File: src/rtl/load_align_unit_if.sv
// Purpose : bus bundle for the load unit: load request, memory read request/response, writeback result.
// Latency : n/a (wires only).
// Backpr. : valid/ready on the load, memory-request and writeback channels; memory responses have no ready.
// Modports: slave  = the load unit itself
//           master = execute stage + data memory + writeback, as seen from outside the unit
interface load_align_unit_if #(
    parameter int XLEN   = 32,
    parameter int ADDR_W = 32,
    parameter int RD_W   = 5
);
    logic              ld_valid;
    logic              ld_ready;
    logic [2:0]        ld_funct3;
    logic [ADDR_W-1:0] ld_addr;
    logic [RD_W-1:0]   ld_rd;

    logic              mem_req_valid;
    logic              mem_req_ready;
    logic [ADDR_W-1:0] mem_req_addr;
    logic              mem_rsp_valid;
    logic [XLEN-1:0]   mem_rsp_data;
    logic              mem_rsp_err;

    logic              wb_valid;
    logic              wb_ready;
    logic [XLEN-1:0]   wb_data;
    logic [RD_W-1:0]   wb_rd;
    logic              wb_err;

    modport slave (
        input  ld_valid, ld_funct3, ld_addr, ld_rd,
        output ld_ready,
        output mem_req_valid, mem_req_addr,
        input  mem_req_ready, mem_rsp_valid, mem_rsp_data, mem_rsp_err,
        output wb_valid, wb_data, wb_rd, wb_err,
        input  wb_ready
    );

    modport master (
        output ld_valid, ld_funct3, ld_addr, ld_rd,
        input  ld_ready,
        input  mem_req_valid, mem_req_addr,
        output mem_req_ready, mem_rsp_valid, mem_rsp_data, mem_rsp_err,
        input  wb_valid, wb_data, wb_rd, wb_err,
        output wb_ready
    );
endinterface

File: src/rtl/load_align_unit.sv
// Purpose : sequential load unit; issues beat-aligned reads, extracts/extends byte..dword lanes, returns result + rd tag.
// Latency : accept@T, mem_req_valid@T+1, rsp@T+2, wb_valid@T+3 (single beat, no stalls); error-only loads wb_valid@T+1.
// Backpr. : one load outstanding; ld_ready only in IDLE; request held until mem_req_ready; result held until wb_ready.
// Ports   : clk, reset (sync, active-high); bus = load_align_unit_if.slave (ld_*, mem_req_*, mem_rsp_*, wb_*).
// Config  : MISALIGN_SPLIT_EN defined -> misaligned loads allowed, split into two beats when they cross a beat.
//           Undefined -> any misaligned load returns wb_err without touching memory; REQ1/WAIT1 not built.
module load_align_unit #(
    parameter int XLEN   = 32,
    parameter int ADDR_W = 32,
    parameter int RD_W   = 5
) (
    input  logic             clk,
    input  logic             reset,
    load_align_unit_if.slave bus
);
    localparam int                BYTES      = XLEN / 8;
    localparam int                OFF_W      = $clog2(BYTES);
    localparam logic [ADDR_W-1:0] ALIGN_MASK = ~ADDR_W'(BYTES - 1);
    localparam logic [ADDR_W-1:0] BEAT_STEP  = ADDR_W'(BYTES);

    typedef enum logic [2:0] {
        S_IDLE  = 3'd0,
        S_REQ0  = 3'd1,
        S_WAIT0 = 3'd2,
`ifdef MISALIGN_SPLIT_EN
        S_REQ1  = 3'd3,
        S_WAIT1 = 3'd4,
`endif
        S_DONE  = 3'd5
    } state_t;

    state_t            state_q, state_d;
    logic [1:0]        size_q, size_d;      // log2 of access size in bytes
    logic              sgn_q, sgn_d;
    logic [OFF_W-1:0]  off_q, off_d;        // byte offset inside the first beat
    logic [RD_W-1:0]   rd_q, rd_d;
    logic [ADDR_W-1:0] req_addr_q, req_addr_d;
    logic [XLEN-1:0]   beat0_q, beat0_d;
    logic              err_q, err_d;
`ifdef MISALIGN_SPLIT_EN
    logic [XLEN-1:0]   beat1_q, beat1_d;
    logic              split_q, split_d;
`endif

    // ---------------- accept-time decode ----------------
    logic [1:0]       in_size;
    logic [OFF_W-1:0] in_off;
    logic             in_illegal;
    logic             in_reject;

    assign in_size    = bus.ld_funct3[1:0];
    assign in_off     = bus.ld_addr[OFF_W-1:0];
    // 111 never exists; LD/LWU only exist on a 64-bit datapath.
    assign in_illegal = (bus.ld_funct3 == 3'b111) ||
                        ((XLEN == 32) && ((bus.ld_funct3 == 3'b011) || (bus.ld_funct3 == 3'b110)));

`ifdef MISALIGN_SPLIT_EN
    logic in_split;
    // Only a load whose bytes run past the end of the first beat needs a second read.
    assign in_split  = (32'(in_off) + (32'd1 << in_size)) > 32'(BYTES);
    assign in_reject = in_illegal;
`else
    logic [2:0] lane_mask;
    assign lane_mask = 3'b111 >> (2'd3 - in_size);
    assign in_reject = in_illegal || (|(bus.ld_addr[2:0] & lane_mask));
`endif

    // ---------------- lane extraction ----------------
    logic [2*XLEN-1:0] pair;
    logic [XLEN-1:0]   raw;
    logic [XLEN-1:0]   lane_keep;
    logic              sign_bit;
    logic [XLEN-1:0]   ext;

`ifdef MISALIGN_SPLIT_EN
    assign pair = {beat1_q, beat0_q};
`else
    assign pair = {{XLEN{1'b0}}, beat0_q};
`endif
    assign raw = XLEN'(pair >> {off_q, 3'b000});

    always_comb begin
        lane_keep = '1;
        sign_bit  = raw[XLEN-1];
        case (size_q)
            2'd0: begin lane_keep = XLEN'(64'h0000_0000_0000_00FF); sign_bit = raw[7];  end
            2'd1: begin lane_keep = XLEN'(64'h0000_0000_0000_FFFF); sign_bit = raw[15]; end
            2'd2: begin lane_keep = XLEN'(64'h0000_0000_FFFF_FFFF); sign_bit = raw[31]; end
            default: begin lane_keep = '1; sign_bit = raw[XLEN-1]; end
        endcase
    end

    // Full-width loads have lane_keep all ones, so the sign fill vanishes for them.
    assign ext = (raw & lane_keep) | ((sgn_q && sign_bit) ? ~lane_keep : '0);

    // ---------------- FSM ----------------
    always_comb begin
        state_d       = state_q;
        size_d        = size_q;
        sgn_d         = sgn_q;
        off_d         = off_q;
        rd_d          = rd_q;
        req_addr_d    = req_addr_q;
        beat0_d       = beat0_q;
        err_d         = err_q;
`ifdef MISALIGN_SPLIT_EN
        beat1_d       = beat1_q;
        split_d       = split_q;
`endif
        bus.ld_ready      = 1'b0;
        bus.mem_req_valid = 1'b0;
        bus.wb_valid      = 1'b0;

        case (state_q)
            S_IDLE: begin
                bus.ld_ready = 1'b1;
                if (bus.ld_valid) begin
                    size_d = in_size;
                    sgn_d  = ~bus.ld_funct3[2];
                    off_d  = in_off;
                    rd_d   = bus.ld_rd;
                    if (in_reject) begin
                        err_d   = 1'b1;
                        state_d = S_DONE;
                    end else begin
                        err_d      = 1'b0;
                        req_addr_d = bus.ld_addr & ALIGN_MASK;
`ifdef MISALIGN_SPLIT_EN
                        split_d    = in_split;
`endif
                        state_d    = S_REQ0;
                    end
                end
            end
            S_REQ0: begin
                bus.mem_req_valid = 1'b1;
                if (bus.mem_req_ready) state_d = S_WAIT0;
            end
            S_WAIT0: begin
                if (bus.mem_rsp_valid) begin
                    beat0_d = bus.mem_rsp_data;
                    err_d   = err_q | bus.mem_rsp_err;
`ifdef MISALIGN_SPLIT_EN
                    // A bus error on beat 0 does not cancel the planned second read.
                    if (split_q) begin
                        req_addr_d = req_addr_q + BEAT_STEP;
                        state_d    = S_REQ1;
                    end else begin
                        state_d = S_DONE;
                    end
`else
                    state_d = S_DONE;
`endif
                end
            end
`ifdef MISALIGN_SPLIT_EN
            S_REQ1: begin
                bus.mem_req_valid = 1'b1;
                if (bus.mem_req_ready) state_d = S_WAIT1;
            end
            S_WAIT1: begin
                if (bus.mem_rsp_valid) begin
                    beat1_d = bus.mem_rsp_data;
                    err_d   = err_q | bus.mem_rsp_err;
                    state_d = S_DONE;
                end
            end
`endif
            S_DONE: begin
                bus.wb_valid = 1'b1;
                if (bus.wb_ready) state_d = S_IDLE;
            end
            default: state_d = S_IDLE;
        endcase
    end

    always_ff @(posedge clk) begin
        if (reset) begin
            state_q    <= S_IDLE;
            size_q     <= '0;
            sgn_q      <= 1'b0;
            off_q      <= '0;
            rd_q       <= '0;
            req_addr_q <= '0;
            beat0_q    <= '0;
            err_q      <= 1'b0;
`ifdef MISALIGN_SPLIT_EN
            beat1_q    <= '0;
            split_q    <= 1'b0;
`endif
        end else begin
            state_q    <= state_d;
            size_q     <= size_d;
            sgn_q      <= sgn_d;
            off_q      <= off_d;
            rd_q       <= rd_d;
            req_addr_q <= req_addr_d;
            beat0_q    <= beat0_d;
            err_q      <= err_d;
`ifdef MISALIGN_SPLIT_EN
            beat1_q    <= beat1_d;
            split_q    <= split_d;
`endif
        end
    end

    // ---------------- outputs ----------------
    assign bus.mem_req_addr = req_addr_q;
    assign bus.wb_rd        = rd_q;
    assign bus.wb_err       = (state_q == S_DONE) && err_q;
    assign bus.wb_data      = ((state_q == S_DONE) && !err_q) ? ext : '0;
endmodule

File: src/flat_wrapper.sv
// flat-port wrapper written by rule: the top's interface ports become plain ports
module load_align_unit_flat 
#(
    parameter int XLEN   = 32,
    parameter int ADDR_W = 32,
    parameter int RD_W   = 5
)
  (clk, reset, bus_ld_valid, bus_ld_funct3, bus_ld_addr, bus_ld_rd, bus_ld_ready, bus_mem_req_valid, bus_mem_req_addr, bus_mem_req_ready, bus_mem_rsp_valid, bus_mem_rsp_data, bus_mem_rsp_err, bus_wb_valid, bus_wb_data, bus_wb_rd, bus_wb_err, bus_wb_ready);
  load_align_unit_if #(.XLEN(XLEN), .ADDR_W(ADDR_W), .RD_W(RD_W)) bus_i ();
  input  logic clk;
  input  logic reset;
  input wire logic [$bits(bus_i.ld_valid)-1:0] bus_ld_valid;
  input wire logic [$bits(bus_i.ld_funct3)-1:0] bus_ld_funct3;
  input wire logic [$bits(bus_i.ld_addr)-1:0] bus_ld_addr;
  input wire logic [$bits(bus_i.ld_rd)-1:0] bus_ld_rd;
  output wire logic [$bits(bus_i.ld_ready)-1:0] bus_ld_ready;
  output wire logic [$bits(bus_i.mem_req_valid)-1:0] bus_mem_req_valid;
  output wire logic [$bits(bus_i.mem_req_addr)-1:0] bus_mem_req_addr;
  input wire logic [$bits(bus_i.mem_req_ready)-1:0] bus_mem_req_ready;
  input wire logic [$bits(bus_i.mem_rsp_valid)-1:0] bus_mem_rsp_valid;
  input wire logic [$bits(bus_i.mem_rsp_data)-1:0] bus_mem_rsp_data;
  input wire logic [$bits(bus_i.mem_rsp_err)-1:0] bus_mem_rsp_err;
  output wire logic [$bits(bus_i.wb_valid)-1:0] bus_wb_valid;
  output wire logic [$bits(bus_i.wb_data)-1:0] bus_wb_data;
  output wire logic [$bits(bus_i.wb_rd)-1:0] bus_wb_rd;
  output wire logic [$bits(bus_i.wb_err)-1:0] bus_wb_err;
  input wire logic [$bits(bus_i.wb_ready)-1:0] bus_wb_ready;
  assign bus_i.ld_valid = bus_ld_valid;
  assign bus_i.ld_funct3 = bus_ld_funct3;
  assign bus_i.ld_addr = bus_ld_addr;
  assign bus_i.ld_rd = bus_ld_rd;
  assign bus_ld_ready = bus_i.ld_ready;
  assign bus_mem_req_valid = bus_i.mem_req_valid;
  assign bus_mem_req_addr = bus_i.mem_req_addr;
  assign bus_i.mem_req_ready = bus_mem_req_ready;
  assign bus_i.mem_rsp_valid = bus_mem_rsp_valid;
  assign bus_i.mem_rsp_data = bus_mem_rsp_data;
  assign bus_i.mem_rsp_err = bus_mem_rsp_err;
  assign bus_wb_valid = bus_i.wb_valid;
  assign bus_wb_data = bus_i.wb_data;
  assign bus_wb_rd = bus_i.wb_rd;
  assign bus_wb_err = bus_i.wb_err;
  assign bus_i.wb_ready = bus_wb_ready;
  load_align_unit #(.XLEN(XLEN), .ADDR_W(ADDR_W), .RD_W(RD_W)) u_core (.clk(clk), .reset(reset), .bus(bus_i));
endmodule
File: config.mk
export PLATFORM = sky130hd
export DESIGN_NAME = load_align_unit_flat
export DESIGN_NICKNAME = d
export VERILOG_FILES = /design/src/rtl/load_align_unit_if.sv /design/src/rtl/load_align_unit.sv /design/src/flat_wrapper.sv
export SDC_FILE = /design/constraint.sdc
export NUM_CORES = 1
export LEC_CHECK = 0
export ABC_AREA = 0
export ABC_CLOCK_PERIOD_IN_PS = 2100
export CORE_AREA = 2 2 107 119
export CTS_BUF_LIST = sky130_fd_sc_hd__clkbuf_8 sky130_fd_sc_hd__clkbuf_16
export DETAILED_ROUTE_END_ITERATION = 10
export DIE_AREA = 0 0 109 121
export SLEW_MARGIN = 30
export SYNTH_ARGS = -nofsm -noshare
export SYNTH_HDL_FRONTEND = slang
export SYNTH_SLANG_ARGS = --single-unit
File: constraint.sdc
create_clock -name clk -period 2.1 [get_ports clk]
set_clock_uncertainty 0.2 [all_clocks]
set_input_delay 0.42 -clock clk [delete_from_list [all_inputs] [get_ports clk]]
set_output_delay 0.42 -clock clk [all_outputs]
set_load 0.01 [all_outputs]
# Word level (Yosys, flattened, before mapping)
# Cells that the tools add are included.
[totals]
memories = 0
latch_bits = 0
ram_bits = 0
mem_bits_ro = 0
in_bits = 79
output_inout_bits = 73
ff_bits = 76
[op_classes]
reduce_logical = 16
eq_ne = 11
n_bitwise = 7
div_mod_pow = 0
shifts = 2
addsub = 1
order_cmp = 0
n_mul = 0
n_mux = 17
[op_table]
columns = ["operator", "n"]
rows = [
  ["32-bit 2-to-1 mux", 2],
  ["32-bit case mux with 2 select lines", 1],
  ["32-bit bitwise AND", 1],
  ["32-bit inverter", 1],
  ["32-bit OR", 1],
  ["32-bit by 5-bit >> shifter with 32-bit output", 1],
  ["3-bit 2-to-1 mux", 5],
  ["3-bit case mux with 4 select lines", 1],
  ["3-bit equality test (second input constant)", 3],
  ["2-bit != test (second input constant)", 4],
  ["3-bit by 2-bit equality test with 1-bit output (second input constant)", 2],
  ["1-bit 2-to-1 mux", 6],
  ["3-bit AND reduction", 2],
  ["1-bit case mux with 2 select lines", 2],
  ["2-bit AND reduction", 2],
  ["4-bit AND reduction", 1],
  ["3-bit bitwise AND", 1],
  ["3-bit by 1-bit equality test with 1-bit output (second input constant)", 1],
  ["1-bit logical AND", 3],
  ["3-bit logical NOT", 1],
  ["1-bit logical OR", 3],
  ["3-bit OR reduction", 1],
  ["3-bit by 2-bit >> shifter with 3-bit output (first input constant)", 1],
  ["2-bit by 1-bit equality test with 1-bit output (second input constant)", 1],
  ["other kinds (6)", 7],
]

# Depth between registers and ports, before layout
[logic_depth]
ltp_word = 8
mapped_depth = 6

# Worst setup path before layout
# OpenSTA, ideal clock, no wires.
[synth_timing]
path_type = "register -> output"
start = "register u_core.state_q[2]"
end = "output bus_wb_data[22]"
required_ps = 1480
arrival_ps = 1539
path_buffers = 2
path_stages_with_launch = 7
path_slack_ps = -59
cell_sequence = "dfxtp_1 > buf_4 > nand4bb_4 > or3b_1 > a2111o_1 > buf_6 > o21ai_0"
[synth_via]
elab_chain_cells = 3
[synth_rtl]
columns = ["item", "line", "text"]
rows = [
  ["from (decl)", "load_align_unit.sv:32", "state_t state_q, state_d;"],
  ["from (signal assigned)", "load_align_unit.sv:192", "state_q <= state_d;"],
  ["3-bit equality test", "load_align_unit.sv:211", "assign bus.wb_data = ((state_q == S_DONE) && !err_q) ? ext : '0;"],
  ["1-bit logical AND", "load_align_unit.sv:211", ""],
  ["32-bit 2-to-1 mux", "load_align_unit.sv:211", ""],
  ["to (decl)", "flat_wrapper.sv:24", "output wire logic [$bits(bus_i.wb_data)-1:0] bus_wb_data;"],
]
# Every way passes these cells.

# Worst setup path after layout
[layout_timing]
start = "register u_core.state_q[1]"
end = "output bus_wb_data[30]"
# Same word-level chain as after synthesis.

==> key figures <==
Routing
  • Residual DRC: 0
  • DR WL/cell: roughly 15 microns
  • Pre-Repair DR Iteration Count: 4
  • Via count: between 3000 and 4000
  • DR iter-0 viols: 102
  • WL final: 11600 microns
  • Post-DRT Antenna Nets: 0
  • Vias per cell: 4.75

Global route
  • Overall global routing resource usage: 18.2%
  • Largest net degree at the start of global routing: 77
  • Global-route wire length before repair: 18700 microns
  • Vias in the first global route: 3847
  • Antenna violations before repair: 0
  • Grt total ovfl: 0

Finish
  • Area taken by flip-flops and latches: roughly 1500 sq um
  • Layout cell share with drive strength beyond 1: 26.6%
  • Multi-input logic area: a little over 2000 sq um
  • Filler Cells Inserted: 1161
  • Utilization after layout: 50.6%
  • Area Overhead vs Synth: 72.1%
  • # diodes: 0
  • Final Cell Area: 6030 sq um
  • Fin nets: 697

Logic synthesis
  • Most common cell in the netlist: nand2_1
  • YS warnings: 0
  • Post-synth top cells: 101 x nand2_1, 76 x dfxtp_1, 49 x nor2_1, 48 x a21oi_1, 46 x mux2i_1
  • Dominant combinational cell family by area after synthesis: simple AND/OR/NAND/NOR gates
  • Simple-gate share of the synthesized area: 23.0%
  • Netlist Area Pre-Place: around 3500 sq um
  • Number of enable flip-flop cells after synthesis: 0
  • Mux contribution to synthesized area: 13.8%
  • Ys async rst share: 0%
  • Area contributors post-synth: dfxtp_1 43%, mux2i_1 13%, nand2_1 11%, a21oi_1 6.9%, nor2_1 5.2%
  • Yosys top cell area share: 43.4%
  • Post-Synth XOR/XNOR Area: 0%
  • Synth Area in Compound Gates: approximately 14%
  • Register bit count reported by yosys: 76
  • Avg Cell Area, Syn: 8.13 sq um
  • Synth Area in Adders: 0%
  • Yosys cell types: 38
  • Post-Synthesis Cells: 431
  • Seq/Total Area, Yosys: 43.4%
  • Post-synth top area cell: dfxtp_1
  • Synth Flop Type: dfxtp_1

Die
  • Chip width: 109 microns
  • Site row count: 42
  • Ports: 152
  • Die area: approximately 13000 sq um
  • Die H: 121 microns
  • Core area: 11900 sq um
  • Initial core utilization: 29.4%

Critical path
  • Critical path endpoint category: output port
  • R2R depth: 8
  • Worst Setup Start Kind: register
  • Crit path arrival time: ~2 ns
  • Reg2reg start: u_core.state_q[1]
  • Reg2reg setup slack: 0.29 ns
  • Maximum fanout along the worst path: 3
  • Reg2Reg Capture Point: u_core.bus.mem_req_addr[30]
  • Crit Path Class: reg -> out
  • Required time of the critical path: 1.48 ns

Clock network
  • CTS buffer count: 9
  • Clk_lat worst skew: 0.32 ns
  • CTS tree: yes
  • # clock sinks: 76
  • Root Driver: clkbuf_16
  • H-tree Lvls: 3
  • Clk buf depth: 2
  • CTS clk-pin slew, worst paths: 0.05 ns

Timing
  • Hold violation total from the final report: 0
  • Fin crit period: roughly 2.6 ns
  • Hold slack: 0.257 ns
  • Post-route setup slack: -0.497 ns
  • Setup violators final: 32
  • RSZ-0062 raised after global routing: true
  • Max Slew Vio Count: 0
  • Final setup TNS: -11.76 ns
  • Period utilization: 124%
  • Fmax achieved: 385 MHz

Min path
  • Worst hold endpoint: u_core.beat0_q[2]
  • Hold Crit Start: u_core.beat0_q[2]
  • HP Class: reg -> reg
  • Worst hold path depth: 2

Placed design
  • HPWL Detailed: 8410 microns
  • Buffers on Ports: about 150
  • Placed Area: 5450 sq um
  • GP Congestion: 0.844

Pwr
  • VDD IR-drop max: approximately 0.34 mV
  • PD cells: about 630 nW/um^2
  • Pwr Total: around 3.8 mW
  • Leak Pwr: 2.51 nW

Flow run
  • Total of max-cap violations: 0

Run status
  • Failing checks: negative setup slack
  • Outcome: complete, but fails checks
## cell usage in the layout (no fill, tap or decap), types with 5 or more instances in the layout
cell type and count:
clkdlybuf4s50_1 112, mux2i_1 39, nor2b_1 6, buf_2 24, nor2_1 44, dfxtp_2 5
nand2_1 98, buf_6 22, dfxtp_1 70, clkbuf_16 9, inv_1 5, a211oi_2 12
buf_4 43, buf_12 6, a311oi_1 5, mux2i_2 7, a21oi_1 45
## worst max-delay path: stages, from the launching register on
cell and delay [ns]:
dfxtp_2 0.32, nand4bb_4 0.22, or3b_1 0.37, a2111o_1 0.34, buf_6 0.14, buf_6 0.12, nand2_2 0.05, buf_6 0.09
## routing by layer
| metal | vias up | track usage [%] | wire [microns] |
|---|---|---|---|
| li1 | 1837 | - | - |
| met1 | 1683 | 19.3 | 4490 |
| met2 | 135 | 31.7 | 5640 |
| met3 | 23 | 6.87 | 1110 |
| met4 | 0 | 8.01 | 350 |
| met5 | - | 0 | 0 |
## kinds of logic (layout without fill, tap and decap cells)
kind of cell / count (synthesis) / in the layout
flip-flops: 76 / 76
multiplexers: 47 / 47
buffers and inverters: 40 / 229
AO/OA/AOI/OAI: 85 / 85
other: 1 / 2
AND/OR/NAND/NOR: 182 / 182
## through the flow
stage / worst slack, ns / instances
3_5_place_dp: -0.618 / 748
3_3_place_gp: -0.592 / 748
2_1_floorplan: -0.0431 / 432
6_report: -0.497 / 775
5_1_grt: -0.587 / 775
4_1_cts: -0.602 / 773
## power by group
group,switching (mW),leakage [nW],internal (mW)
Combinational,0.311,1.74,0.409
Sequential,0.0438,0.620,1.51
Clock,0.550,0.149,0.965
## flip-flops by register name, summed over array words and instances, names as in the netlist
signal / flops
u_core.beat0_q: 32
u_core.bus.mem_req_addr: 30
u_core.bus.wb_rd: 5
u_core.state_q: 3
u_core.off_q: 2
u_core.size_q: 2
u_core.err_q: 1
u_core.sgn_q: 1
## final cells by class
type / count / share of cell area (%)
clock buffers: 11 / 4.19
inverters: 4 / 0.249
repair buffers: 211 / 32.8
flip-flops and latches: 76 / 25.4
multi-input cells: 316 / 33.6
well taps: 154 / 3.19
clock inverters: 3 / 0.643
## worst max-delay path by stage
stage,cells after the start,start,end,slack (ns)
6_report,7,u_core.state_q[1],bus_wb_data[30],-0.50
5_1_grt,6,u_core.state_q[1],bus_wb_data[18],-0.59
2_1_floorplan,6,u_core.state_q[2],bus_wb_data[22],-0.04
3_5_place_dp,6,u_core.state_q[1],bus_wb_data[18],-0.62
4_1_cts,7,u_core.err_q,bus_wb_data[25],-0.60
3_3_place_gp,6,u_core.state_q[1],bus_wb_data[18],-0.59
## timing repair
item,4_1_cts,5_1_grt
endpoints found under the setup margin,36,35
hold buffers,0,0
pin swaps,17,12
resized for setup,202,29
cloned,1,0
setup buffers,11,2
(Power assumes the default switching activity.)
